--- config.mk ---
export PLATFORM = sky130hd
export DESIGN_NAME = cart_bus_mux
export DESIGN_NICKNAME = d
export VERILOG_FILES = /design/src/rtl/cart_bus_mux_pkg.sv /design/src/rtl/rr_arbiter.sv /design/src/rtl/cart_bus_mux.sv
export SDC_FILE = /design/constraint.sdc
export NUM_CORES = 1
export LEC_CHECK = 0
export ABC_AREA = 1
export CORE_ASPECT_RATIO = 1.4
export CORE_MARGIN = 3
export CORE_UTILIZATION = 42
export CTS_BUF_LIST = sky130_fd_sc_hd__clkbuf_8
export CTS_CLUSTER_SIZE = 16
export DETAILED_ROUTE_END_ITERATION = 8
export PLACE_DENSITY = 0.88
export SETUP_SLACK_MARGIN = 0.5
export SLEW_MARGIN = 20
export SYNTH_ARGS = -nofsm -noshare
export SYNTH_HDL_FRONTEND = slang
export SYNTH_SLANG_ARGS = --single-unit
--- constraint.sdc ---
create_clock -name MCLK -period 2.77 [get_ports MCLK]
set_input_delay 0.277 -clock MCLK [delete_from_list [all_inputs] [get_ports MCLK]]
set_output_delay 0.277 -clock MCLK [all_outputs]
set_load 0.01 [all_outputs]
--- src/rtl/cart_bus_mux_pkg.sv ---
// cart_bus_mux_pkg: shared types, constants and helpers for the cartridge bus concentrator.
package cart_bus_mux_pkg;
  typedef enum logic {IDLE, OWNED} arb_state_e;
  localparam logic [7:0] OPEN_BUS_RST = 8'h00;
  function automatic int unsigned popcount8(input logic [7:0] v);
    int unsigned n;
    n = 0;
    for (int i = 0; i < 8; i++) n += int'(v[i]);
    return n;
  endfunction
endpackage

--- src/rtl/rr_arbiter.sv ---
// rr_arbiter: round-robin owner arbiter; an owner keeps the grant until its request drops.
module rr_arbiter
  import cart_bus_mux_pkg::*;
#(
  parameter int N = 4,
  localparam int IW = $clog2(N)
) (
  input  logic          clk,
  input  logic          rst,
  input  logic [N-1:0]  req_i,
  output logic [N-1:0]  gnt_o,
  output logic          owned_o,
  output logic [IW-1:0] idx_o
);
  arb_state_e state_q, state_d;
  logic [IW-1:0] last_q, last_d, idx_q, idx_d, pick;
  logic [N-1:0] gnt_q, gnt_d;
  logic found;
  int c;
  always_comb begin
    found = 1'b0;
    pick = '0;
    c = 0;
    for (int k = 1; k <= N; k++) begin
      c = (int'(last_q) + k) % N;
      if (!found && req_i[IW'(c)]) begin
        found = 1'b1;
        pick = IW'(c);
      end
    end
  end
  always_comb begin
    state_d = state_q;
    last_d = last_q;
    idx_d = idx_q;
    gnt_d = gnt_q;
    if (state_q == IDLE) begin
      if (found) begin
        state_d = OWNED;
        idx_d = pick;
        gnt_d = N'(1) << pick;
      end
    end else if (!req_i[idx_q]) begin
      state_d = IDLE;
      gnt_d = '0;
      last_d = idx_q;
    end
  end
  always_ff @(posedge clk or posedge rst) begin
    if (rst) begin
      state_q <= IDLE;
      last_q <= IW'(N - 1);
      idx_q <= '0;
      gnt_q <= '0;
    end else begin
      state_q <= state_d;
      last_q <= last_d;
      idx_q <= idx_d;
      gnt_q <= gnt_d;
    end
  end
  assign gnt_o = gnt_q;
  assign owned_o = state_q == OWNED;
  assign idx_o = idx_q;
endmodule

--- src/rtl/cart_bus_mux.sv ---
// cart_bus_mux: merges mapper read data with open-bus fallback, aggregates IRQs,
// tracks read-claim conflicts and shares the ROM port via a round-robin arbiter.
module cart_bus_mux
  import cart_bus_mux_pkg::*;
#(
  parameter int NCH = 4,
  parameter int DW = 8,
  parameter int AW = 24
) (
  input  logic              MCLK,
  input  logic              RESET,
  input  logic              CPURD_N,
  input  logic              CPUWR_N,
  input  logic              SYSCLKR_CE,
  input  logic [DW-1:0]     CPU_DO,
  output logic [DW-1:0]     CPU_DI,
  input  logic [NCH-1:0]    CH_SEL,
  input  logic [NCH*DW-1:0] CH_DO,
  input  logic [NCH-1:0]    CH_IRQ_N,
  input  logic [NCH-1:0]    IRQ_MASK,
  output logic              IRQ_N,
  output logic              CONFLICT,
  output logic [7:0]        CONFLICT_CNT,
  input  logic              CLR_CONFLICT,
  input  logic [NCH-1:0]    ROM_REQ,
  output logic [NCH-1:0]    ROM_GNT,
  input  logic [NCH*AW-1:0] CH_ROM_ADDR,
  input  logic [NCH-1:0]    CH_ROM_OE_N,
  output logic [AW-1:0]     ROM_ADDR,
  output logic              ROM_CE_N,
  output logic              ROM_OE_N
);
  localparam int IW = $clog2(NCH);
  logic [DW-1:0] open_bus_q, open_bus_d, cpu_di;
  logic [7:0] cnt_q, cnt_d;
  logic conflict_q, conflict_d, irq_n_q, irq_n_d, conflict_ev, owned;
  logic [AW-1:0] rom_addr_q, ch_addr;
  logic [IW-1:0] idx;
  always_comb begin
    cpu_di = open_bus_q;
    for (int i = NCH - 1; i >= 0; i--) if (CH_SEL[i]) cpu_di = CH_DO[i*DW +: DW];
  end
  assign conflict_ev = SYSCLKR_CE && !CPURD_N && popcount8(8'(CH_SEL)) >= 2;
  always_comb begin
    open_bus_d = !SYSCLKR_CE ? open_bus_q : !CPUWR_N ? CPU_DO : !CPURD_N ? cpu_di : open_bus_q;
    cnt_d = CLR_CONFLICT ? 8'd0 : (conflict_ev && cnt_q != 8'hFF) ? cnt_q + 8'd1 : cnt_q;
    conflict_d = CLR_CONFLICT ? 1'b0 : conflict_ev ? 1'b1 : conflict_q;
    irq_n_d = ~|(~CH_IRQ_N & IRQ_MASK);
  end
  rr_arbiter #(.N(NCH)) u_arb (
    .clk(MCLK),
    .rst(RESET),
    .req_i(ROM_REQ),
    .gnt_o(ROM_GNT),
    .owned_o(owned),
    .idx_o(idx)
  );
  assign ch_addr = CH_ROM_ADDR[idx*AW +: AW];
  always_ff @(posedge MCLK or posedge RESET) begin
    if (RESET) begin
      open_bus_q <= DW'(OPEN_BUS_RST);
      cnt_q <= '0;
      conflict_q <= 1'b0;
      irq_n_q <= 1'b1;
      rom_addr_q <= '0;
    end else begin
      open_bus_q <= open_bus_d;
      cnt_q <= cnt_d;
      conflict_q <= conflict_d;
      irq_n_q <= irq_n_d;
      rom_addr_q <= owned ? ch_addr : rom_addr_q;
    end
  end
  // The address follows the owner live and is parked on its last value when idle.
  assign ROM_ADDR = owned ? ch_addr : rom_addr_q;
  assign ROM_CE_N = ~owned;
  assign ROM_OE_N = owned ? CH_ROM_OE_N[idx] : 1'b1;
  assign CPU_DI = cpu_di;
  assign IRQ_N = irq_n_q;
  assign CONFLICT = conflict_q;
  assign CONFLICT_CNT = cnt_q;
endmodule

==> results_dict.tcl <==
set metrics [dict create \
    yosysUniqueCellTypes 37 \
    cts_hold_buffers 0 \
    swShare_pct 46.4 \
    regToRegStartpoint "u_arb.owned_o" \
    grt_pass1_wl_um 21900 \
    io_buffers 209 \
    worst_slew_pin_slew_ns 0.657 \
    cts_tree "yes" \
    fin_tns_setup_ns 0 \
    synthCells 551 \
    design.core.area_mm2 0.00820 \
    syn_nets 715 \
    seq_power_share_pct 25.7 \
    wl_per_cell_um 15.9 \
    post-route-min-period_ns 2.36 \
    p_per_area_mw_per_mm2 783 \
    synth_area_leader_cell "dfrtp_1" \
    maxSlewHeadroom_pct 56.2 \
    root_buffer "clkbuf_8" \
    clock_latency_ns 0.30 \
    vias 4579 \
    hp-class "primary input to asynchronous set/reset pin" \
    period_share_pct 85.3 \
    initial_core_util_pct 43.5 \
    io_pins 210 \
    cp_top_family "buffers and inverters" \
    ir_drop_mv 0.533 \
    syn_area_mm2 0.00357 \
    netlist.area_leader.share_pct 33.7 \
    drt-vias-per-instance 5.32 \
    h-tree-depth 2 \
    finalSetupViolCount 0 \
    cap_violations 0 \
    end_kind "primary output" \
    p_comb_share_pct 65.1 \
    synthFlopType "dfrtp_1" \
    clkSinkCount 51 \
    grt_max_degree 52 \
    slowest_stage "clkdlybuf4s50_1" \
    syn_area_per_cell_um2 6.47 \
    synth_edf_count 0 \
    ys_ff_latch 51 \
    leakage_nw 2.62 \
    cp_max_fo 36 \
    routed.top_layer "met4" \
    timing.rr.end "u_arb.gnt_o[2]" \
    cp_data_arrival_time_ns 2.09 \
    drt-met1-wl_um 5100 \
    fill_cells 677 \
    track_usage_pct 27.7 \
    dr_wl_met2_um 7110 \
    die_w_um 83.9 \
    area_growth_pct 66.2 \
    cp_slowest_stage_delay_ns 0.58 \
    antenna_cells 0 \
    ys_warn_count 0 \
    cp.buffers_inverters 3 \
    cts_buffers 5 \
    postPlaceCellArea_mm2 0.00575 \
    worstSetupPathDepth 5 \
    status "complete, no violations" \
    clock.fmax_mhz 423 \
    route.met3.wl_um 1130 \
    drc 0 \
    clockBufferDepth 2 \
    fp.dieH_um 115 \
    intPower_w 0.00249 \
    crit_chain "inv_1, buf_12, o21ai_0, a31oi_2, clkdlybuf4s50_1" \
    ff2ff_setup_slack_ns 1.00 \
    first_global_vias 4562 \
    p_switching_w 0.00216 \
    ant_nets 0 \
    cp-endpoint "ROM_ADDR[8]" \
    clkTransAtPathRegs_ns 0.10 \
    crit_start "u_arb.idx_o[0]" \
    clkPwrFrac_pct 9.3 \
    gr-total-overflow 0 \
    worstSetupPathType "flop to primary output" \
    nets 922 \
    gp_congestion 0.972 \
    synthArstFlopShare_pct 100 \
    required_ns 2.49 \
    drt_iter0_drc 342 \
    route.final.wire_length_um 13700 \
    rsz0062_at_grt "true" \
    skew_ns 0.0120 \
    yosysSeqAreaShare_pct 35.9 \
    dp.final_hpwl_um 10600 \
    startpoint_type "flop" \
    grt_antenna_before_repair 0 \
    reg2reg_depth 5 \
    drtPass1Iterations 5 \
    die-area_mm2 0.00965 \
    drive_above_1_share_pct 8.96 \
    hold_viol 0 \
    core.rowCount 39 \
    synth_area_leaders "dfrtp_1, nor2_1, nand2_1, o21ai_0, a31oi_1" \
    timing.final.max_slew_violations 0 \
    finish.instance_area_mm2 0.00593 \
]
synth_stat cells, types with 4 or more instances:
master,n
a21oi_1,17
a31oi_1,24
buf_2,12
clkbuf_1,13
dfrtp_1,48
inv_1,32
inv_2,4
nand2_1,111
nand2_2,10
nand3_1,19
nor2_1,151
o211ai_1,7
o21ai_0,68
power by group through the flow:
stage                     Combinational, W  Clock (W)  Sequential (W)
after floorplan                    0.00180          0         0.00110
after global placement             0.00291          0         0.00123
after detailed placement           0.00300          0         0.00124
after CTS                          0.00300   0.000434         0.00118
after global routing               0.00333   0.000465         0.00122
final                              0.00302   0.000430         0.00119
sequential cells by signal, summed over array words and instances, names as in the netlist:
register and count:
u_arb.gnt_o 4, u_arb.last_q 2, open_bus_q 8, CONFLICT 1, IRQ_N 1, CONFLICT_CNT 8
u_arb.idx_o 2, rom_addr_q 24, u_arb.owned_o 1
layout by cell type, fill, tap and decap left out, types with 15 or more instances in the layout:
master and count:
clkdlybuf4s50_1 182, nand3_1 19, nor2_1 151, inv_1 28, dlygate4sd2_1 22, nand2_1 111
a21oi_1 17, buf_4 15, dfrtp_1 46, a31oi_1 23, o21ai_0 66
cell type report:
class	count	area [µm²]	share of cell area, %
repair buffers	229	2250	37.9
multi-input cells	432	2010	33.9
flip-flops and latches	51	1290	21.7
inverters	38	160	2.70
well taps	102	128	2.15
clock buffers	5	68.8	1.16
clock inverters	3	17.5	0.295
repair inverters	1	7.51	0.127
tightest hold or removal path, cell delays in order:
cell	delay [ns]
clkdlybuf4s50_1	0.42
inv_2	0.05
buf_4	0.53
worst min-delay path by stage:
stage	endpoint	depth (start not counted)	slack (ns)	start
floorplan	CONFLICT_CNT[1]	1	0.34	CLR_CONFLICT
global placement	open_bus_q[6]	2	0.46	open_bus_q[6]
detailed placement	open_bus_q[4]	2	0.47	open_bus_q[4]
CTS	CONFLICT_CNT[3]	3	0.49	RESET
global route	rom_addr_q[11]	3	0.52	RESET
finish	rom_addr_q[11]	3	0.47	RESET
routing by layer:
metal / vias to the layer above / GRT usage, %
met5: - / 0
met4: 0 / 9.76
met3: 29 / 5.30
met2: 262 / 52.2
met1: 2084 / 31.1
li1: 2204 / -
cell families after synthesis:
kind of cell	after synthesis	share of synthesized area, %
AO/OA/AOI/OAI	127	20.1
XOR/XNOR	3	0.737
adder cells (fa/ha/maj)	2	0.912
buffers and inverters	68	8.07
flip-flops	51	35.9
AND/OR/NAND/NOR	300	34.2
what timing repair did:
item / CTS / global route
setup endpoints to repair: 33 / 11
cloned: 1 / 0
pin swaps: 1 / 2
resized for setup: 34 / 15
buffers inserted: 5 / 1
through the flow:
stage	hold slack (ns)	power (W)	instances	setup slack, ns	utilization (%)
floorplan	0.340	0.00291	551	1.20	-
global placement	0.463	0.00414	846	0.437	70.2
detailed placement	0.470	0.00424	846	0.402	70.2
CTS	0.488	0.00462	860	0.367	71.9
global route	0.522	0.00501	861	0.301	72.3
finish	0.467	0.00464	861	0.406	72.3
No activity file was read; power rests on OpenSTA's default activity.
